==> config.mk <==
export PLATFORM = sky130hd
export DESIGN_NAME = sysid_reader
export DESIGN_NICKNAME = d
export VERILOG_FILES = /design/src/rtl/sysid_pkg.sv /design/src/rtl/sysid_stall_timer.sv /design/src/rtl/sysid_reader.sv
export SDC_FILE = /design/constraint.sdc
export NUM_CORES = 1
export LEC_CHECK = 0
export BUFFER_PORTS_ARGS = -buffer_cell sky130_fd_sc_hd__buf_2
export CORE_MARGIN = 2
export CORE_UTILIZATION = 45
export DETAILED_ROUTE_END_ITERATION = 12
export HOLD_SLACK_MARGIN = 0.03
export PLACE_DENSITY = 0.84
export SLEW_MARGIN = 30
export SYNTH_ARGS = -nofsm -noshare
export SYNTH_HDL_FRONTEND = slang
export SYNTH_SLANG_ARGS = --single-unit
==> constraint.sdc <==
create_clock -name clock -period 2.2 [get_ports clock]
set_input_delay 0.33 -clock clock [delete_from_list [all_inputs] [get_ports clock]]
set_output_delay 0.33 -clock clock [all_outputs]
set_load 0.02 [all_outputs]
==> src/rtl/sysid_pkg.sv <==
// ============================================================================
// sysid_pkg : shared types and constants for the System ID reader.
// Rev 1.0
// ============================================================================
`default_nettype none

package sysid_pkg;

   typedef enum logic [2:0] {
      AUTO  = 3'd0,
      IDLE  = 3'd1,
      RD_ID = 3'd2,
      RD_TS = 3'd3,
      CMP   = 3'd4,
      FIN   = 3'd5
   } state_t;

   localparam int unsigned SYSID_ID_OFS = 0;
   localparam int unsigned SYSID_TS_OFS = 4;

   localparam logic [31:0] SYSID_DEF_EXPECTED_ID = 32'h0000_0000;
   localparam logic [31:0] SYSID_DEF_EXPECTED_TS = 32'd1522719104;

   function automatic logic sysid_is_busy(input state_t s);
      return (s == AUTO) || (s == RD_ID) || (s == RD_TS) || (s == CMP);
   endfunction

endpackage

`default_nettype wire

==> src/rtl/sysid_stall_timer.sv <==
// ============================================================================
// sysid_stall_timer : waitrequest stall counter with clear and limit flag.
// Rev 1.0
// ============================================================================
`default_nettype none

module sysid_stall_timer #(
   parameter int unsigned LIMIT = 256
) (
   input  logic clock,
   input  logic reset,
   input  logic clear_i,
   input  logic inc_i,
   output logic at_limit_o
);

   localparam int unsigned CNT_W = (LIMIT > 2) ? $clog2(LIMIT) : 1;

   logic [CNT_W-1:0] count_q;
   logic [CNT_W-1:0] count_d;

   always_comb begin
      count_d = count_q;
      if (clear_i) begin
         count_d = '0;
      end else if (inc_i) begin
         count_d = count_q + 1'b1;
      end
   end

   always_ff @(posedge clock) begin
      if (reset) begin
         count_q <= '0;
      end else begin
         count_q <= count_d;
      end
   end

   assign at_limit_o = (count_q == CNT_W'(LIMIT - 1));

endmodule

`default_nettype wire

==> src/rtl/sysid_reader.sv <==
// ============================================================================
// sysid_reader : Avalon-MM master that reads the SysID ID/timestamp words and
// checks them against expected values. SYSID_TS_CHECK_EN adds the timestamp
// to the match condition.
// Rev 1.0
// ============================================================================
`default_nettype none

module sysid_reader
   import sysid_pkg::*;
#(
   parameter int unsigned        ADDR_W         = 32,
   parameter logic [ADDR_W-1:0]  BASE_ADDR      = '0,
   parameter logic [31:0]        EXPECTED_ID    = SYSID_DEF_EXPECTED_ID,
   parameter logic [31:0]        EXPECTED_TS    = SYSID_DEF_EXPECTED_TS,
   parameter int unsigned        TIMEOUT_CYCLES = 256
) (
   input  logic              clock,
   input  logic              reset,
   input  logic              start,
   output logic [ADDR_W-1:0] avm_address,
   output logic              avm_read,
   input  logic [31:0]       avm_readdata,
   input  logic              avm_waitrequest,
   output logic [31:0]       id_value,
   output logic [31:0]       ts_value,
   output logic              busy,
   output logic              done,
   output logic              match,
   output logic              timeout
);

`ifdef SYSID_TS_CHECK_EN
   localparam bit TS_CHECK = 1'b1;
`else
   localparam bit TS_CHECK = 1'b0;
`endif

   state_t             state_q, state_d;
   logic               read_q, read_d;
   logic [ADDR_W-1:0]  addr_q, addr_d;
   logic [31:0]        id_q, id_d;
   logic [31:0]        ts_q, ts_d;
   logic               busy_q, busy_d;
   logic               done_q, done_d;
   logic               match_q, match_d;
   logic               timeout_q, timeout_d;

   logic               xfer_done;
   logic               stall_abort;
   logic               at_limit;
   logic               check_ok;

   assign xfer_done   = read_q && !avm_waitrequest;
   assign stall_abort = read_q && avm_waitrequest && at_limit;
   assign check_ok    = (id_q == EXPECTED_ID) && (!TS_CHECK || (ts_q == EXPECTED_TS));

   // Held at zero outside the read states, so every read state starts fresh.
   sysid_stall_timer #(
      .LIMIT (TIMEOUT_CYCLES)
   ) u_stall_timer (
      .clock      (clock),
      .reset      (reset),
      .clear_i    (!read_q || xfer_done),
      .inc_i      (read_q && avm_waitrequest),
      .at_limit_o (at_limit)
   );

   always_ff @(posedge clock) begin
      if (reset) begin
         state_q <= AUTO;
      end else begin
         state_q <= state_d;
      end
   end

   always_comb begin
      state_d = state_q;
      case (state_q)
         AUTO:    state_d = RD_ID;
         IDLE:    if (start) state_d = RD_ID;
         RD_ID:   if (xfer_done) state_d = RD_TS; else if (stall_abort) state_d = FIN;
         RD_TS:   if (xfer_done) state_d = CMP;   else if (stall_abort) state_d = FIN;
         CMP:     state_d = FIN;
         FIN:     state_d = IDLE;
         default: state_d = IDLE;
      endcase
   end

   // Outputs are registered from the next state so they line up with state_q.
   always_comb begin
      read_d    = (state_d == RD_ID) || (state_d == RD_TS);
      addr_d    = BASE_ADDR + ((state_d == RD_TS) ? ADDR_W'(SYSID_TS_OFS) : ADDR_W'(SYSID_ID_OFS));
      busy_d    = sysid_is_busy(state_d);
      done_d    = (state_d == FIN);
      id_d      = id_q;
      ts_d      = ts_q;
      match_d   = match_q;
      timeout_d = timeout_q;

      if ((state_q == RD_ID) && xfer_done) id_d = avm_readdata;
      if ((state_q == RD_TS) && xfer_done) ts_d = avm_readdata;

      if ((state_d == RD_ID) && (state_q != RD_ID)) begin
         match_d   = 1'b0;
         timeout_d = 1'b0;
      end
      if (state_q == CMP) match_d = check_ok;
      if (stall_abort) begin
         match_d   = 1'b0;
         timeout_d = 1'b1;
      end
   end

   always_ff @(posedge clock) begin
      if (reset) begin
         read_q    <= 1'b0;
         addr_q    <= BASE_ADDR;
         id_q      <= '0;
         ts_q      <= '0;
         busy_q    <= 1'b0;
         done_q    <= 1'b0;
         match_q   <= 1'b0;
         timeout_q <= 1'b0;
      end else begin
         read_q    <= read_d;
         addr_q    <= addr_d;
         id_q      <= id_d;
         ts_q      <= ts_d;
         busy_q    <= busy_d;
         done_q    <= done_d;
         match_q   <= match_d;
         timeout_q <= timeout_d;
      end
   end

   assign avm_address = addr_q;
   assign avm_read    = read_q;
   assign id_value    = id_q;
   assign ts_value    = ts_q;
   assign busy        = busy_q;
   assign done        = done_q;
   assign match       = match_q;
   assign timeout     = timeout_q;

endmodule

`default_nettype wire

==> results of run 1 <==
==> registers in the layout (all words and copies together), names as in the netlist, 3 cells and up <==
name,count
state_q,3
id_value,32
ts_value,32
u_stall_timer.count_q,8
==> cell type report <==
cell class,instances,area [um2]
inverters,4,15.0
fillers,651,2930
multi-input cells,298,1390
well taps,96,120
clock buffers,12,155
repair buffers,115,601
flip-flops and latches,81,1620
clock inverters,3,40.0
==> worst register-to-register path, stage by stage, from the launching register on <==
cell and delay, ns:
sky130_fd_sc_hd__dfxtp_1 0.32, sky130_fd_sc_hd__nor4_1 0.42, sky130_fd_sc_hd__nand4_1 0.14, sky130_fd_sc_hd__or4_4 0.53, sky130_fd_sc_hd__a211oi_2 0.21
==> final timing paths <==
check	end	depth (start not counted)	slack, ns
worst min-delay path	ts_value[15]	3	0.23
worst max register to register	match	4	0.50
worst max-delay path	match	4	0.50
worst min register to register	u_stall_timer.count_q[0]	1	0.45
==> power breakdown <==
part	internal (uW)	switching [uW]	total (uW)	leakage, uW
combinational	281	551	832	0.000944
clock	577	490	1070	0.000102
sequential	1590	96.9	1690	0.000656
==> cells in the final DEF (no fill, tap or decap), types with 3 or more instances in the layout <==
cell type | Yosys | layout
sky130_fd_sc_hd__nand2_1 | 133 | 133
sky130_fd_sc_hd__buf_2 | 5 | 105
sky130_fd_sc_hd__dfxtp_1 | 81 | 81
sky130_fd_sc_hd__a21oi_1 | 69 | 69
sky130_fd_sc_hd__conb_1 | 1 | 31
sky130_fd_sc_hd__nor2_1 | 11 | 11
sky130_fd_sc_hd__clkbuf_8 | 0 | 11
sky130_fd_sc_hd__buf_4 | 31 | 10
sky130_fd_sc_hd__nor4_1 | 9 | 9
sky130_fd_sc_hd__nand3_1 | 5 | 5
sky130_fd_sc_hd__nor3_1 | 6 | 4
sky130_fd_sc_hd__xnor2_1 | 4 | 4
sky130_fd_sc_hd__inv_1 | 3 | 3
sky130_fd_sc_hd__nand2b_1 | 3 | 3
sky130_fd_sc_hd__nor3_2 | 1 | 3
sky130_fd_sc_hd__nor2b_1 | 3 | 3
sky130_fd_sc_hd__o21ai_0 | 3 | 3
==> layer usage <==
layer / vias up / global-route usage
li1: 1480 / -
met1: 1327 / 0.245
met2: 114 / 0.323
met3: 10 / 0.0662
met4: 0 / 0.0909
met5: - / 0
==> per-stage QoR <==
stage	setup slack [ns]	total power, uW	std cells	utilization	cell area, um2
floorplan	0.657	2300	434	-	3330
global placement	0.527	2540	594	0.546	3750
detailed placement	0.532	2550	594	0.546	3750
CTS	0.495	3620	609	0.574	3940
global route	0.448	3800	609	0.574	3940
finish	0.503	3590	609	0.574	3940
==> cell families after synthesis <==
group,count (synthesis),share of synthesized area
AO/OA/AOI/OAI,80,0.134
other,1,0.00116
XOR/XNOR,5,0.0136
adder cells (fa/ha/maj),1,0.00389
AND/OR/NAND/NOR,181,0.241
flip-flops,81,0.504
buffers and inverters,55,0.102
==> summary by stage, run 1 <==
Run status
The flow ran to the end, and the final reports show no timing, DRC or antenna violations.

GRT
After global routing the overflow that remains totals 0. The via count of the first global-routing pass came to 2694. Entering global routing, the biggest net connects 39 pins.

The first global-routing pass estimated 12200 um of wire. For this run, the total global-route usage over all layers was measured as 0.201. The initial antenna violation count is 0.

Final layout
The growth of design area from synthesis to finish is 22.5%. The final-stage net count is 546. The antenna diode count is 0. The fraction of final layout cells with drive strength greater than 1 is 0.271.

Route
Wire segments on met3 add up to 626 um in the final route. In this run the top signal layer used is met4. The initial detailed-routing violation count is 91. The total via count after detailed routing is 2931. Once detail routing completed, the nets flagged for antenna violations numbered 0.

Dividing the detail-routed via count by the number of cells gives 4.81. The pre-antenna-repair detailed-routing pass consisted of 4 iterations. The number of remaining DRC errors is 0. For this block, wires on met1 add up to 3260 um. Detailed routing placed a total of 3600 um of wire on met2. The total wire length is 7630 um. The wire length per cell after detailed routing is 12.5 um.

Worst setup path
The critical path in this run is classified as register to register. In this design, the stage delay of the slowest critical-path cell is 0.53 ns. Traced cell by cell, the critical path runs through nor4_1 -> nand4_1 -> or4_4 -> a211oi_2. Data on the critical path is required at its endpoint by 2.46 ns. Of all nets on the critical path, the largest fanout is 3. The startpoint type of the worst setup path is a register. The worst flop-to-flop path startpoint is id_value[25].

The slowest stage of the critical path belongs to the cell sky130_fd_sc_hd__or4_4. The critical path contains buffers and inverters numbering 0 combined. The arrival time of the worst setup path is 1.96 ns.

The kind of cell adding the most delay to the critical path is simple AND/OR/NAND/NOR gates. The most critical setup path has its startpoint at id_value[25]. The critical path endpoint category is a register.

Logic synthesis
The number of synthesized register bits is 81. A synthesized cell averages 7.97 um2. The most frequently used flop master after synthesis is sky130_fd_sc_hd__dfxtp_1. In this run, synthesis inferred 0 flip-flops with an integrated enable. The count of cell types in the netlist is 34.

The count of mapped cells out of synthesis is 404. The sequential fraction of the synthesis area is 0.504. After synthesis, the share of flip-flops with an asynchronous set or reset is 0. The top-area cell type share of the netlist area is 0.504. Yosys instantiated no cell more often than sky130_fd_sc_hd__nand2_1.

After synthesis, the most frequently instantiated cells are sky130_fd_sc_hd__nand2_1 (133), sky130_fd_sc_hd__dfxtp_1 (81), sky130_fd_sc_hd__a21oi_1 (69). Sorting the synthesized cells by area gives the leading types as sky130_fd_sc_hd__dfxtp_1 (50%), sky130_fd_sc_hd__nand2_1 (16%), sky130_fd_sc_hd__a21oi_1 (11%). The cell area that synthesis handed to floorplanning was 3220 um2. The largest total area in the synthesized netlist belongs to sky130_fd_sc_hd__dfxtp_1. The number of warning messages in the yosys log is 0.

STA
The hold violation total from the final report is 0. The final max-slew violation count was 0. Across the routed clock network, the largest skew measured is 0.00857 ns. Setup repair after global routing left no endpoint under its margin. Timing would allow up to 589 MHz. Counting I/O delays and the setup requirement, the final critical path takes 1.70 ns.

The accumulated negative setup slack is 0 ns. The final setup violation count is 0. Dividing the final minimum period by the clock period gives 0.771.

Final hold analysis gives a worst-case slack of 0.233 ns.

Clocking
The master cell of the clock root buffer is sky130_fd_sc_hd__clkbuf_8. Clock-pin slew was measured on the worst setup and hold paths at 0.08 ns. The clock sink count is 81. The buffer depth of the longest clock path is 2. The count of cells resized by post-cts repair is 0. The number of setup buffers added after CTS is 0. Clock latency on the worst-skew pair, taken at its later pin, is 0.34 ns. The H-tree level count is 3. Clock tree synthesis inserted a total of 9 buffers. TritonCTS built the clock tree.

In this run, post-CTS hold repair placed 0 buffers.

Place
Port buffering added 105 buffers. Summed over all nets, the half-perimeter wirelength after detailed placement is 5700 um. At the end of routability-driven placement, the weighted congestion stood at 0.808.

Hold path
The startpoint of the tightest hold check path is avm_readdata[15]. The class of the tightest hold or removal check is input port to register.

Die
The chip height is 88.6 um. In this run the horizontal extent of the chip is 88.6 um. The die area is 7850 um2.

The total area inside the core boundary comes to 6870 um2. Pin placement for this block handled 137 I/O pins. The total number of placement rows is 30. The initial utilization of the core area, before any placement, comes to 0.469.

Run
The tool flagged a number of max-cap violations equal to 0.

Power and ir drop
The leakage power total is 0.00170 uW. The worst-case IR drop observed on VDD is 0.360 mV. In this run the power density over the cells is 909 nW/um2.
Note: power is estimated with default switching activity, not from simulation.
==> inputs of run 2 (changes only) <==
==> constraint.sdc (replaced) <==
create_clock -name clock -period 1.7 [get_ports clock]
set_input_delay 0.255 -clock clock [delete_from_list [all_inputs] [get_ports clock]]
set_output_delay 0.255 -clock clock [all_outputs]
set_load 0.02 [all_outputs]
==> run 2 against run 1 <==
  * Via count grew 0.72%
  * Cell count increased by 0.99%
  * Die area did not move
  * Worst setup slack worse by 0.40 ns
  * Register-to-register slack got worse by 0.40 ns
  * Design area increased by 2.2%
  * Global-route usage hardly changed
  * Clock-buffer cell count is 2 higher
  * Combinational power rose by 37%
  * Utilization is 1.2 points higher
  * Highest routed layer unchanged
==> summary by stage, run 2 (synthesized netlist as in run 1, its figures left out) <==
Worst setup path
The startpoint type of the worst setup path is a register. The setup path with the least slack is of type register to register. The arrival time of the worst setup path is 1.86 ns (-0.10 ns).

The largest driver fanout on the critical path came to 2 (-1). The critical path endpoint category is a register. The data required time at the worst endpoint was 1.96 ns (-0.50 ns).

Clocking
In this run the clock root is driven by a sky130_fd_sc_hd__clkbuf_8. The CTS tree is done. The H-tree level count is 3 (unchanged). The buffer depth of the longest clock path is 2 (unchanged).

The CTS buffer count is 9 (unchanged). The clock sink count is 81 (unchanged). The clock-pin transition on the worst setup and hold timing paths is 0.07 ns (about the same). The number of hold buffers added after CTS is 0 (unchanged). The clock latency on the worst-skew pair is 0.33 ns (about the same).

GRT
The maximum number of pins on one net before global-route repair is 43 (+10%). The residual overflow from global routing came to 0 (unchanged). The combined global-route utilization of all metal layers was 0.201 (about the same).

The initial antenna violation count came to 0 (unchanged). The via count of the first global-routing pass is 2665 (-1.1%). The global-route wire length before repair came to 12200 um (+0.23%).

Die
The total number of placement rows is 30 (unchanged). The core outline area is 6870 um2 (unchanged). The die area is 7850 um2 (unchanged). The starting density of the core is 0.469 (unchanged). The die extent in x is 88.6 um (unchanged). The total I/O pin count came to 137 (unchanged).

The chip height is 88.6 um (unchanged).

Hold path
The class of the tightest hold or removal check is input port to register.

Power and ir drop
The power per cell area is 1180 nW/um2 (+30%). The part of the total power dissipated in sequential elements is 0.458 (-0.012). The switching fraction of total power is 0.314 (-0.00390). The power share of the clock group is 0.300 (+0.002). The internal power was 3260 uW (+33%). The leakage power total is 0.00174 uW (+2.5%). The net switching power is 1490 uW (+31%). The combinational group share of total power was 0.241 (+0.009). The maximum vdd drop was 0.488 mV (+35%).

STA
The final max-slew violation count is 0 (unchanged). The worst hold slack came to 0.167 ns (-0.0658 ns). The shortest clock period the worst path allows after layout is 1.60 ns (-0.0952 ns). The final clock period utilization by the worst path is 0.942 (+0.171). The highest achievable clock rate is 624 MHz (+5.9%). The final setup violation count is 0 (unchanged). Setup repair after global routing left no endpoint under its margin. The worst setup skew after layout is 0.00720 ns (-0.00138 ns). The hold violation total from the final report came to 0 (unchanged). The accumulated negative setup slack came to 0 ns (unchanged).

Final layout
The fraction of final layout cells with drive strength greater than 1 came to 0.283 (+0.0123). The final design utilization came to 0.587 (+0.0124). The area growth from synthesis to layout is 25.1%. The most frequent standard cell in the layout excluding fill and tap cells is sky130_fd_sc_hd__nand2_1.

The final-layout fill cell count is 681 (+4.6%). The antenna diode count is 0 (unchanged). The area used by sequential logic in the layout came to 1620 um2 (about the same). The final instance area is 4030 um2 (+2.2%). The final standard cell count with taps included and fillers excluded is 615 (+0.99%). The area used by multi-input combinational logic was 1410 um2 (+1.5%).

The final-stage net count was 551 (+0.92%). In the layout the commonest cells are sky130_fd_sc_hd__nand2_1 (133), sky130_fd_sc_hd__buf_2 (105), sky130_fd_sc_hd__dfxtp_1 (80).

Place
The final estimated routing congestion in global placement was 0.866 (+7.2%). The half-perimeter wire length of the detailed placement result came to 5800 um (+1.8%). The number of instances in the placed design is 598 (+0.67%). The count of input and output buffers is 105 (unchanged). The placed cell area is 3790 um2 (+1.1%).

Route
The total wire length is 7860 um (+3.0%). The vias per cell is 4.80 (-0.27%). The number of remaining DRC errors is 0 (unchanged).

The total via count after detailed routing came to 2952 (+0.72%). The post-detailed-route count of antenna-violating nets is 0 (unchanged). The detailed-router iteration count before antenna repair is 4 (unchanged). The wire length per cell after detailed routing was 12.8 um (+2.0%). The initial detailed-routing violation count came to 98 (+7.7%).

Run status
The run finished with clean final reports.

Run
The max-capacitance violation count is 0 (unchanged).
[run 2: metal layers]
| layer | wire length (um) | part of all wire | GRT usage |
|---|---|---|---|
| met5 | 0 | 0 | 0 |
| met4 | 99 | 0.013 | 0.0895 |
| met3 | 651 | 0.083 | 0.0560 |
| met2 | 3840 | 0.49 | 0.339 |
| met1 | 3270 | 0.42 | 0.239 |
[run 2: power by group through the flow]
stage | clock (uW) | combinational, uW | sequential (uW)
after floorplan | 0 | 612 | 2370
after global placement | 0 | 1110 | 2200
after detailed placement | 0 | 1130 | 2210
after CTS | 1460 | 1130 | 2170
after global routing | 1560 | 1260 | 2200
final | 1420 | 1140 | 2170
[run 2: path summary, 6_finish.rpt]
check	start	to	slack [ns]	cells past startpoint
setup / recovery	id_value[28]	match	0.1	5
hold / removal	avm_readdata[9]	ts_value[9]	0.17	3
setup reg to reg	id_value[28]	match	0.1	5
hold reg to reg	ts_value[9]	ts_value[9]	0.45	2
[run 2: timing repair]
action	4_1_cts	5_1_grt
buffers inserted	0	1
gates resized for setup	0	4
endpoints found under the setup margin	0	1
[run 2: area by class of cell]
type                            instances  share of cell area
Sequential cell                        81               0.403
Clock inverter                          2             0.00870
Tap cell                               96              0.0298
Multi-Input combinational cell        298               0.351
Timing Repair Buffer                  120               0.161
Inverter                                4             0.00373
Clock buffer                           14              0.0429
[run 2: per-stage QoR]
| step | setup WS, ns | power, uW |
|---|---|---|
| finish | 0.0987 | 4740 |
| global route | 0.0271 | 5020 |
| CTS | 0.0230 | 4760 |
| detailed placement | 0.0464 | 3340 |
| global placement | 0.0796 | 3310 |
| floorplan | 0.157 | 2980 |
[run 2: critical path, stage by stage, from the launching register on]
cell and delay [ns]:
sky130_fd_sc_hd__dfxtp_2 0.34, sky130_fd_sc_hd__nor4_4 0.26, sky130_fd_sc_hd__buf_4 0.15, sky130_fd_sc_hd__nand4_1 0.09
sky130_fd_sc_hd__or4_4 0.53, sky130_fd_sc_hd__a211oi_2 0.17
==> inputs of run 3 (changes only) <==
--- a/config.mk
+++ b/config.mk
@@ -9,8 +9,9 @@
 export CORE_MARGIN = 2
 export CORE_UTILIZATION = 45
 export DETAILED_ROUTE_END_ITERATION = 12
+export GPL_TIMING_DRIVEN = 0
 export HOLD_SLACK_MARGIN = 0.03
-export PLACE_DENSITY = 0.84
+export PLACE_DENSITY_LB_ADDON = 0.2
 export SLEW_MARGIN = 30
 export SYNTH_ARGS = -nofsm -noshare
 export SYNTH_HDL_FRONTEND = slang
==> run 3 against run 2 <==
  * Worst setup slack got worse by 0.063 ns
  * Largest cell class unchanged
  * Worst hold slack got worse by 0.019 ns
  * Combinational power increased by 4%
  * Wire length increased by 5.7%
==> summary by stage, run 3 (synthesized netlist as in run 1, its figures left out) <==
Final layout
The area growth from synthesis to layout is 33.9%. The final-stage net count came to 587 (+6.5%). The library cell used most frequently in the layout, excluding fill and tap cells, is sky130_fd_sc_hd__nand2_1.

The fraction of final layout cells with drive strength greater than 1 came to 0.321 (+0.0375). The final design utilization is 0.628 (+0.0410). The final standard cell count with taps included and fillers excluded is 651 (+5.9%). The final instance area came to 4310 um2 (+7.0%).

In the layout the commonest cells are sky130_fd_sc_hd__nand2_1 (133), sky130_fd_sc_hd__buf_2 (110), sky130_fd_sc_hd__dfxtp_1 (78). The antenna diode count is 0 (unchanged).

STA
The worst setup skew after layout is 0.00778 ns (+0.000581 ns). The hold violation total from the final report is 0 (unchanged). The final max-slew violation count is 0 (unchanged). Setup repair after global routing left no endpoint under its margin. The final setup violation count came to 0 (unchanged). The highest achievable clock rate is 601 MHz (-3.8%). The worst hold slack came to 0.148 ns (-0.0191 ns).

The final clock period utilization by the worst path was 0.979 (+0.0372). The shortest clock period the worst path allows after layout came to 1.66 ns (+0.0633 ns).

GRT
The maximum number of pins on one net before global-route repair is 14 (-67%). The initial antenna violation count is 0 (unchanged). The combined global-route utilization of all metal layers came to 0.216 (+0.0149). The via count of the first global-routing pass was 2779 (+4.3%).

The residual overflow from global routing is 0 (unchanged). The global-route wire length before repair is 13000 um (+6.3%).

Power and ir drop
The power share of the clock group was 0.347 (+0.047). The total design power is 5170 uW (+9.0%). The combinational group share of total power came to 0.228 (-0.013). The power per cell area is 1200 nW/um2 (+1.9%). The internal power is 3610 uW (+11%). The leakage power total is 0.00195 uW (+12%). The part of the total power dissipated in sequential elements came to 0.425 (-0.033).

The net switching power came to 1560 uW (+4.9%). The switching fraction of total power is 0.302 (-0.0119). The maximum vdd drop is 0.882 mV (+81%).

Route
The detailed-router iteration count before antenna repair is 4 (unchanged). The post-detailed-route count of antenna-violating nets is 0 (unchanged). The initial detailed-routing violation count is 97 (-1.0%). The wire length per cell after detailed routing came to 12.8 um (-0.13%). The total via count after detailed routing was 3054 (+3.5%). The number of remaining DRC errors is 0 (unchanged).

The total wire length is 8310 um (+5.7%). The vias per cell was 4.69 (-2.3%).

Place
The count of input and output buffers came to 105 (unchanged). The number of instances in the placed design is 635 (+6.2%). The placed cell area was 3980 um2 (+4.9%). The final estimated routing congestion in global placement is 0.808 (-6.8%). The half-perimeter wire length of the detailed placement result is 6170 um (+6.4%).

Worst setup path
The largest incremental delay on the critical path is 0.54 ns (about the same). Among all stages on the critical path, the largest delay is contributed by sky130_fd_sc_hd__or4_4. The kind of cell with the highest combined delay along the critical path is simple AND/OR/NAND/NOR gates. The logic depth of the worst setup path including buffers is 4 (-1). The worst setup slack for register-to-register paths was 0.04 ns (-0.06 ns). The number of buffers and inverters on the critical path is 0 (-1). The critical path endpoint category is a register. The largest driver fanout on the critical path is 3 (+1). The number of cell instances on the worst register-to-register path is 4 (-1).

The startpoint type of the worst setup path is a register. The arrival time of the worst setup path is 1.94 ns (+0.08 ns). The critical path goes through nor4_1 -> nand4_1 -> or4_4 -> a211oi_2. The worst setup path category is register to register. The data required time at the worst endpoint was 1.97 ns (about the same).

Clocking
The number of hold buffers added after CTS is 0 (unchanged). The clock sink count came to 81 (unchanged). The CTS buffer count is 9 (unchanged).

The clock-pin transition on the worst setup and hold timing paths came to 0.08 ns (about the same). The setup fix buffers added after clock tree synthesis was 0 (unchanged). TritonCTS built the clock tree. The H-tree level count came to 3 (unchanged). The clock latency on the worst-skew pair is 0.35 ns (+0.02 ns). The cell sitting at the root of the clock tree is a sky130_fd_sc_hd__clkbuf_8. The buffer depth of the longest clock path is 2 (unchanged).

Hold path
In this run the worst hold path is classified as input port to register. The count of cells along the worst hold path is 3 (unchanged).

Die
The starting density of the core came to 0.469 (unchanged). The total I/O pin count is 137 (unchanged). The die area was 7850 um2 (unchanged). The core outline area was 6870 um2 (unchanged).

The chip height is 88.6 um (unchanged). The total number of placement rows was 30 (unchanged). The die extent in x is 88.6 um (unchanged).

Run
The max-capacitance violation count is 0 (unchanged).

Run status
The flow ran to the end, and the final reports show no timing, DRC or antenna violations.
## run 3: cell count changes in the layout (fill, tap and decap cells not counted), moves of 5 or more
| cell | delta |
|---|---|
| sky130_fd_sc_hd__clkbuf_2 | +7 |
| sky130_fd_sc_hd__buf_4 | +17 |
| sky130_fd_sc_hd__clkbuf_1 | +8 |
| sky130_fd_sc_hd__buf_2 | +5 |
## run 3: area by class of cell
type | count | area, um2
Clock buffer | 11 | 131
Fill cell | 647 | 2560
Sequential cell | 81 | 1630
Timing Repair Buffer | 105 | 526
Clock inverter | 5 | 128
Buffer | 51 | 323
Tap cell | 96 | 120
Multi-Input combinational cell | 298 | 1440
Inverter | 4 | 15.0
## run 3: final timing paths
| check | from | to |
|---|---|---|
| worst min register to register | ts_value[5] | ts_value[5] |
| worst max register to register | id_value[25] | match |
| worst max-delay path | id_value[25] | match |
| worst min-delay path | avm_readdata[5] | ts_value[5] |
## run 3: what timing repair did
item / 4_1_cts / 5_1_grt
cloned: 0 / 0
setup endpoints to repair: 61 / 64
resized for setup: 4 / 23
pin swaps: 0 / 1
## run 3: worst min-delay path, stage by stage
cell	delay, ns
sky130_fd_sc_hd__buf_2	0.10
sky130_fd_sc_hd__nand2_1	0.05
sky130_fd_sc_hd__a21oi_1	0.05
## run 3: routing by layer
| metal | vias up | routed length (um) | track usage |
|---|---|---|---|
| met2 | 110 | 3930 | 0.352 |
| met3 | 12 | 616 | 0.0737 |
| met5 | - | 0 | 0 |
| li1 | 1564 | - | - |
| met4 | 0 | 141 | 0.0744 |
| met1 | 1368 | 3610 | 0.268 |
## run 3: power by group through the flow
stage / registers, uW / clock network [uW] / logic, uW
2_1_floorplan: 2370 / 0 / 612
3_3_place_gp: 2220 / 0 / 1100
3_5_place_dp: 2230 / 0 / 1120
4_1_cts: 2190 / 1820 / 1140
5_1_grt: 2220 / 1900 / 1300
6_report: 2200 / 1790 / 1180
## run 3: metrics by stage
step	setup TNS (ns)	setup slack, ns
floorplan	0	0.157
global placement	-0.762	-0.0765
detailed placement	-2.97	-0.132
CTS	0	0.0110
global route	0	0.00654
finish	0	0.0354
